## src/rtl/hazard_control_unit_pkg.sv

```systemverilog
// Shared pipeline definitions for the hazard control unit.
//   - Default widths for PC/branch target, register specifiers and counters.
//   - FSM state encoding for the hazard controller.
package hazard_control_unit_pkg;

  localparam int unsigned ADDRESS_WIDTH  = 12;
  localparam int unsigned REG_ADDR_WIDTH = 5;
  localparam int unsigned COUNT_WIDTH    = 16;

  typedef enum logic [1:0] {
    RUN      = 2'd0,
    STALL    = 2'd1,
    REDIRECT = 2'd2
  } hcu_state_e;

endpackage

```

## src/rtl/hazard_control_unit_sat_counter.sv

```systemverilog
// Saturating up-counter with enable and asynchronous active-high reset.
//   clk     : clock
//   rst     : async reset, clears the count
//   en_i    : count one when high
//   count_o : current count, holds at all-ones
module sat_counter #(
  parameter int unsigned WIDTH = hazard_control_unit_pkg::COUNT_WIDTH
) (
  input  logic             clk,
  input  logic             rst,
  input  logic             en_i,
  output logic [WIDTH-1:0] count_o
);

  logic [WIDTH-1:0] count_q;
  logic [WIDTH-1:0] count_d;

  always_comb begin
    count_d = count_q;
    if (en_i && (count_q != '1)) begin
      count_d = count_q + 1'b1;
    end
  end

  always_ff @(posedge clk or posedge rst) begin
    if (rst) begin
      count_q <= '0;
    end else begin
      count_q <= count_d;
    end
  end

  assign count_o = count_q;

endmodule

```

## src/rtl/hazard_control_unit.sv

```systemverilog
// Load-use stall and branch-redirect controller for a 5-stage pipeline.
//   clk, reset            : clock, async active-high reset
//   id_rs1/id_rs2         : source registers of the instruction in ID
//   idex_mem_read/idex_rd : load flag and destination of the instruction in EX
//   exmem_branch/zero     : branch flag and condition of the instruction in MEM
//   exmem_target          : branch target computed in MEM
//   stall                 : hold PC and IF/ID, bubble into ID/EX
//   flush, pc_src         : redirect Fetch and clear IF/ID, ID/EX, EX/MEM
//   branch_target         : redirect address (always follows exmem_target)
//   stall_count/flush_count : saturating event counters
module hazard_control_unit
  import hazard_control_unit_pkg::*;
#(
  parameter int unsigned address_width  = ADDRESS_WIDTH,
  parameter int unsigned reg_addr_width = REG_ADDR_WIDTH,
  parameter int unsigned count_width    = COUNT_WIDTH
) (
  input  logic                      clk,
  input  logic                      reset,
  input  logic [reg_addr_width-1:0] id_rs1,
  input  logic [reg_addr_width-1:0] id_rs2,
  input  logic                      idex_mem_read,
  input  logic [reg_addr_width-1:0] idex_rd,
  input  logic                      exmem_branch,
  input  logic                      exmem_zero,
  input  logic [address_width-1:0]  exmem_target,
  output logic                      stall,
  output logic                      flush,
  output logic                      pc_src,
  output logic [address_width-1:0]  branch_target,
  output logic [count_width-1:0]    stall_count,
  output logic [count_width-1:0]    flush_count
);

  hcu_state_e state_q;
  logic       taken;
  logic       hazard;

  // In REDIRECT the MEM stage holds a flushed bubble, so its branch
  // signals are stale and must not trigger a second redirect.
  assign taken = ~reset & exmem_branch & exmem_zero & (state_q != REDIRECT);

  // x0 is hardwired to zero, so a load targeting it never creates a hazard.
  assign hazard = idex_mem_read & (idex_rd != '0) &
                  ((idex_rd == id_rs1) | (idex_rd == id_rs2));

  // Redirect wins over stall: Fetch discards next_pc while stall is high.
  assign stall = ~reset & hazard & ~taken & (state_q == RUN);

  assign flush         = taken;
  assign pc_src        = taken;
  assign branch_target = exmem_target;

  always_ff @(posedge clk or posedge reset) begin
    if (reset) begin
      state_q <= RUN;
    end else begin
      case (state_q)
        RUN: begin
          if (taken) begin
            state_q <= REDIRECT;
          end else if (stall) begin
            state_q <= STALL;
          end else begin
            state_q <= RUN;
          end
        end
        STALL:    state_q <= taken ? REDIRECT : RUN;
        REDIRECT: state_q <= RUN;
        default:  state_q <= RUN;
      endcase
    end
  end

  sat_counter #(.WIDTH(count_width)) u_stall_cnt (
    .clk     (clk),
    .rst     (reset),
    .en_i    (stall),
    .count_o (stall_count)
  );

  sat_counter #(.WIDTH(count_width)) u_flush_cnt (
    .clk     (clk),
    .rst     (reset),
    .en_i    (taken),
    .count_o (flush_count)
  );

endmodule

```

## config.mk

```make
export PLATFORM = sky130hd
export DESIGN_NAME = hazard_control_unit
export DESIGN_NICKNAME = d
export VERILOG_FILES = /design/src/rtl/hazard_control_unit_pkg.sv /design/src/rtl/hazard_control_unit_sat_counter.sv /design/src/rtl/hazard_control_unit.sv
export SDC_FILE = /design/constraint.sdc
export NUM_CORES = 1
export LEC_CHECK = 0
export ABC_AREA = 0
export CORE_UTILIZATION = 43
export CTS_CLUSTER_DIAMETER = 60
export DETAILED_ROUTE_END_ITERATION = 7
export PLACE_DENSITY = 0.8
export SLEW_MARGIN = 40
export SYNTH_ARGS = -nofsm -noshare
export SYNTH_HDL_FRONTEND = slang
export SYNTH_SLANG_ARGS = --single-unit
```

## constraint.sdc

```tcl
create_clock -name clk -period 4.1 [get_ports clk]
set_input_delay 0.615 -clock clk [delete_from_list [all_inputs] [get_ports clk]]
set_output_delay 0.615 -clock clk [all_outputs]
set_load 0.02 [all_outputs]
```

==> impl_metrics.ini, run 1 <==
[cts]
clock_path_buffers = 2
cts_tree = done
cts_hold_buf = 0
clock_sinks = 34
h-tree-depth = 2
root_buffer = clkbuf_8
numCtsBuffers = 5
clk_pin_slew_ns = 0.06
clk_latency_ns = 0.28
postCtsSetupRepairBufs = 0
cts-resized-gates = 0

[place]
dp_cells = 272
pre_cts_ws_ns = 0.755
io_buffer_count = 54
dpl_cell_area_sq_mm = 0.00240
gp_congestion = 0.781
dp_hpwl_um = 2790

[drt]
highest-signal-layer = met4
met1_length_um = 1630
met2WireLength_um = 1710
routed_wirelength_um = 3590
firstDrtPassIters = 4
wire_per_inst_um = 12.9
drc = 0
vias_per_cell = 5.08
vias = 1418
first_iter_violations = 72
wl_met3_um = 165
antenna_left = 0

[sta]
maxSlewViolCount = 0
rsz0062_at_grt = no
fin_skew_ns = 0.00186
period_needed_ns = 3.34
setup_slack_ns = 0.759
fmax_mhz = 299
relSlewSlack_pct = 73.4
setup_viol = 0
worstMarginPinSlew_ns = 0.396
setup_tns_ns = 0
post-route-period-util_pct = 81.5
hold_violations = 0

[die]
dieArea_sq_mm = 0.00471
start_util_pct = 46.4
row_count = 23
die_width_um = 68.6
num_io_pins = 79
core_area_sq_mm = 0.00412
die_h_um = 68.6

[setup_path]
r2r_start = u_stall_cnt.count_o[0]
rr_worst_depth = 7
cp.arrival_ns = 2.73
critical_path_required_ns = 3.48
r2r-end = u_stall_cnt.count_o[15]
cp_max_fo = 16
path_class = primary input to primary output
end_kind = primary output
critical_path.endpoint = stall
rrSetupSlack_ns = 2.18
cp-startpoint = idex_rd[1]
cp-start-kind = primary input

[layout]
drive_above_1_share_pct = 10.5
fin_cells = 279
multiInputGateArea_sq_um = 925
final_common_cell = clkdlybuf4s50_1
fillerInstances = 385
final_cell_mix = clkdlybuf4s50_1, dfrtp_1, xor2_1
diodes = 0
stdcell_area_sq_mm = 0.00248
synthToLayoutAreaGrowth_pct = 30.0
regArea_sq_um = 851
nets = 263

[power_and_ir_drop]
powerDensity_mw_per_mm2 = 339
fin_total_pwr_mw = 0.840
leakagePower_nw = 1.11
ir_drop_mv = 0.192

[logic_synthesis]
synth-seq-cells = 34
ys_top_cells_by_area = dfrtp_1, xor2_1, xnor2_1, buf_4, nand3_1
synth-main-ff-cell = dfrtp_1
ys_seq_area_share_pct = 44.6
ys_types = 38
yosysTopAreaCellShare_pct = 44.6
yosysTopAreaCell = dfrtp_1
syn_nets = 216
syn-cell-area_sq_mm = 0.00191
synth-edff-count = 0
async_flop_share_pct = 100
syn_inst = 182
ys_warn_count = 0
syn_area_per_cell_sq_um = 10.5

[worst_hold_path]
hold_class = flop to flop

[run_status]
status = completed

[global_routing]
antenna_found_initial = 0
gr-total-overflow = 0
grt_pass1_wl_um = 5770
grt_max_degree = 26
grt_pass1_vias = 1279
track_usage_pct = 17.0

[flow_run]
drv_cap = 0
[worst min path at each step]
stage,startpoint,slack (ns),endpoint,cells after the start
after floorplan,state_q[1],0.44,state_q[1],1
after global placement,u_flush_cnt.count_o[6],0.48,u_flush_cnt.count_o[6],1
after detailed placement,state_q[1],0.48,state_q[1],1
after CTS,state_q[1],0.49,state_q[1],1
after global routing,u_flush_cnt.count_o[12],0.51,u_flush_cnt.count_o[12],1
final,state_q[1],0.49,state_q[1],1
[kinds of logic (layout without fill, tap and decap cells)]
logic type / after synthesis / after routing / share of synthesized area [%]
simple gates: 80 / 80 / 25.0
xor+xnor: 39 / 39 / 17.9
flops: 34 / 34 / 44.6
buf+inv: 20 / 67 / 6.95
compound gates: 4 / 4 / 2.30
mux: 3 / 3 / 1.97
fa+ha+maj: 2 / 2 / 1.31
[flip-flops by register name (all words and copies together) (netlist names)]
name / count
u_stall_cnt.count_o: 16
state_q: 2
u_flush_cnt.count_o: 16
[area by class of cell]
class	instances	share of cell area [%]
Multi-Input combinational cell	128	37.3
Sequential cell	34	34.3
Timing Repair Buffer	55	22.1
Clock buffer	7	3.08
Tap cell	50	2.52
Inverter	5	0.756
[Yosys cell counts, types with 2 or more instances]
master   count
inv_1        5
nor4_1       3
and4_1       2
nor2_1      12
nor3_2       2
nand3_1     15
nand2_1     15
nor4_2       3
mux2_2       2
nand4_1      4
ha_1         2
buf_4       13
and3_1       3
nor3_1       6
xor2_1      23
nor2b_2      2
xnor2_1     16
dfrtp_1     34
[power by group]
part / leakage [nW] / total [mW] / internal, mW / switching [mW]
clock: 0.0383 / 0.228 / 0.117 / 0.111
combinational: 0.609 / 0.205 / 0.109 / 0.0958
sequential: 0.465 / 0.408 / 0.367 / 0.0409
total: 1.11 / 0.840 / 0.592 / 0.248
[routing by layer]
layer | track usage, % | vias up
li1 | - | 704
met1 | 22.3 | 663
met2 | 25.7 | 41
met3 | 3.13 | 10
met4 | 10.2 | 0
met5 | 0 | -
[through the flow]
stage	hold slack (ns)	util (%)
after floorplan	0.445	-
after global placement	0.481	58.4
after detailed placement	0.479	58.4
after CTS	0.493	60.3
after global routing	0.512	60.3
final	0.489	60.3
[critical path: stages]
cell and delay (ns):
clkdlybuf4s50_1 0.46, or4_1 0.53, nor2_1 0.15, nor4_2 0.08, nand2_2 0.28, inv_1 0.07
clkdlybuf4s50_1 0.54
(Power assumes the default switching activity.)
==> inputs of run 2 (changes only) <==
--- a/config.mk
+++ b/config.mk
@@ -6,10 +6,10 @@
 export NUM_CORES = 1
 export LEC_CHECK = 0
 export ABC_AREA = 0
-export CORE_UTILIZATION = 43
+export CORE_UTILIZATION = 39
 export CTS_CLUSTER_DIAMETER = 60
 export DETAILED_ROUTE_END_ITERATION = 7
-export PLACE_DENSITY = 0.8
+export PLACE_DENSITY = 0.77
 export SLEW_MARGIN = 40
 export SYNTH_ARGS = -nofsm -noshare
 export SYNTH_HDL_FRONTEND = slang
==> constraint.sdc (replaced) <==
create_clock -name clk -period 2.82 [get_ports clk]
set_input_delay 0.423 -clock clk [delete_from_list [all_inputs] [get_ports clk]]
set_output_delay 0.423 -clock clk [all_outputs]
set_load 0.02 [all_outputs]
==> impl_metrics.ini, run 2 (synthesis gave the netlist of run 1 again) <==
[run_status]
status = finished, violations left
violations = DRC

[setup_path]
cp_max_fo = 3
r2r_start = u_stall_cnt.count_o[0]
cp-startpoint = idex_rd[2]
rrSetupSlack_ns = 0.95
crit_top_cell = clkdlybuf4s50_1
end_kind = primary output
critical_path_required_ns = 2.40
worstPathCellList = clkdlybuf4s50_1 > or4_1 > nor2_1 > nor4_2 > nand2_2 > inv_1 > clkdlybuf4s50_1
path_class = primary input to primary output
rr_worst_depth = 7
cp-start-kind = primary input
critPathSlowestCell = clkdlybuf4s50_1
critPathMaxStageDelay_ns = 0.52
critical_path.endpoint = stall
r2r-end = u_stall_cnt.count_o[15]
cp.arrival_ns = 2.26

[global_routing]
antenna_found_initial = 0
gr-total-overflow = 0
grt_pass1_vias = 1290
track_usage_pct = 15.2
grt_pass1_wl_um = 6030
grt_max_degree = 19

[cts]
cts_hold_buf = 0
postCtsSetupRepairBufs = 0
cts_tree = done
cts-resized-gates = 0
numCtsBuffers = 5
clock_sinks = 34
clk_pin_slew_ns = 0.06
clk_latency_ns = 0.28
clock_path_buffers = 2
root_buffer = clkbuf_8
h-tree-depth = 2

[drt]
vias = 1412
firstDrtPassIters = 6
met1_length_um = 1700
routed_wirelength_um = 3620
antenna_left = 0
highest-signal-layer = met4
first_iter_violations = 82
vias_per_cell = 4.72
wl_met3_um = 191
met2WireLength_um = 1680
wire_per_inst_um = 12.1
drc = 1

[sta]
setup_viol = 0
period_needed_ns = 2.68
fmax_mhz = 373
maxSlewViolCount = 0
rsz0062_at_grt = no
fin_skew_ns = 0.00558
post-route-period-util_pct = 95.1
setup_tns_ns = 0
hold_violations = 0
relSlewSlack_pct = 55.8
worstMarginPinSlew_ns = 0.663
setup_slack_ns = 0.138

[die]
die_width_um = 71.9
core_area_sq_mm = 0.00472
row_count = 25
start_util_pct = 40.4
dieArea_sq_mm = 0.00518
die_h_um = 71.9
num_io_pins = 79

[power_and_ir_drop]
leakagePower_nw = 1.13
p_seq_share_pct = 47.1
p_sw_share_pct = 29.3
powerDensity_mw_per_mm2 = 497
p_int_mw = 0.889
p_clk_share_pct = 29.1
p_sw_mw = 0.369
p_comb_share_pct = 23.8
ir_drop_mv = 0.237

[place]
gp_congestion = 0.810
pre_cts_ws_ns = 0.118
dp_hpwl_um = 2810
io_buffer_count = 54

[worst_hold_path]
hold_class = flop to flop
holdPathStages = 1

[layout]
fin_util_pct = 53.6
nets = 265
diodes = 0
drive_above_1_share_pct = 12.1
final_cell_mix = clkdlybuf4s50_1, dfrtp_1, xor2_1
synthToLayoutAreaGrowth_pct = 32.7
fillerInstances = 445
final_common_cell = clkdlybuf4s50_1

[flow_run]
drv_cap = 0
## run 2: power groups by stage
stage               Sequential [mW]  Combinational, mW  Clock [mW]
floorplan                     0.645              0.131           0
global placement              0.600              0.299           0
detailed placement            0.600              0.305           0
CTS                           0.592              0.305       0.379
global route                  0.601              0.328       0.399
finish                        0.592              0.300       0.366
## run 2: worst min-delay path by stage
stage / from / endpoint / slack (ns)
after floorplan: state_q[1] / state_q[1] / 0.44
after global placement: state_q[1] / state_q[1] / 0.48
after detailed placement: u_stall_cnt.count_o[11] / u_stall_cnt.count_o[11] / 0.48
after CTS: state_q[1] / state_q[1] / 0.49
after global routing: u_stall_cnt.count_o[11] / u_stall_cnt.count_o[11] / 0.51
final: u_stall_cnt.count_o[11] / u_stall_cnt.count_o[11] / 0.49
## run 2: layer usage
metal,vias up,GRT usage (%)
li1,711,-
met1,648,20.9
met2,47,23.1
met3,6,3.06
met4,0,6.97
met5,-,0
## run 2: worst max-delay path: cells and delay by family
| kind | cells | cell delay [ns] |
|---|---|---|
| AND/OR/NAND/NOR | 4 | 0.81 |
| buffers and inverters | 3 | 1.02 |
## run 2: final cells by class
class	instances	area [sq um]	share of cell area, %
sequential	34	851	33.6
clock inverter	1	5.00	0.198
inverter	5	18.8	0.741
tap	67	83.8	3.31
timing repair buffer	57	563	22.2
clock buffer	7	86.3	3.41
multi-input combinational	128	925	36.5
## run 2: stage by stage
stage	hold slack (ns)	instance area, sq um	std cells	total power, mW
6_report	0.488	2530	299	1.26
5_1_grt	0.506	2530	299	1.33
4_1_cts	0.489	2530	299	1.28
3_5_place_dp	0.478	2440	291	0.905
3_3_place_gp	0.483	2440	291	0.900
2_1_floorplan	0.445	1910	182	0.776
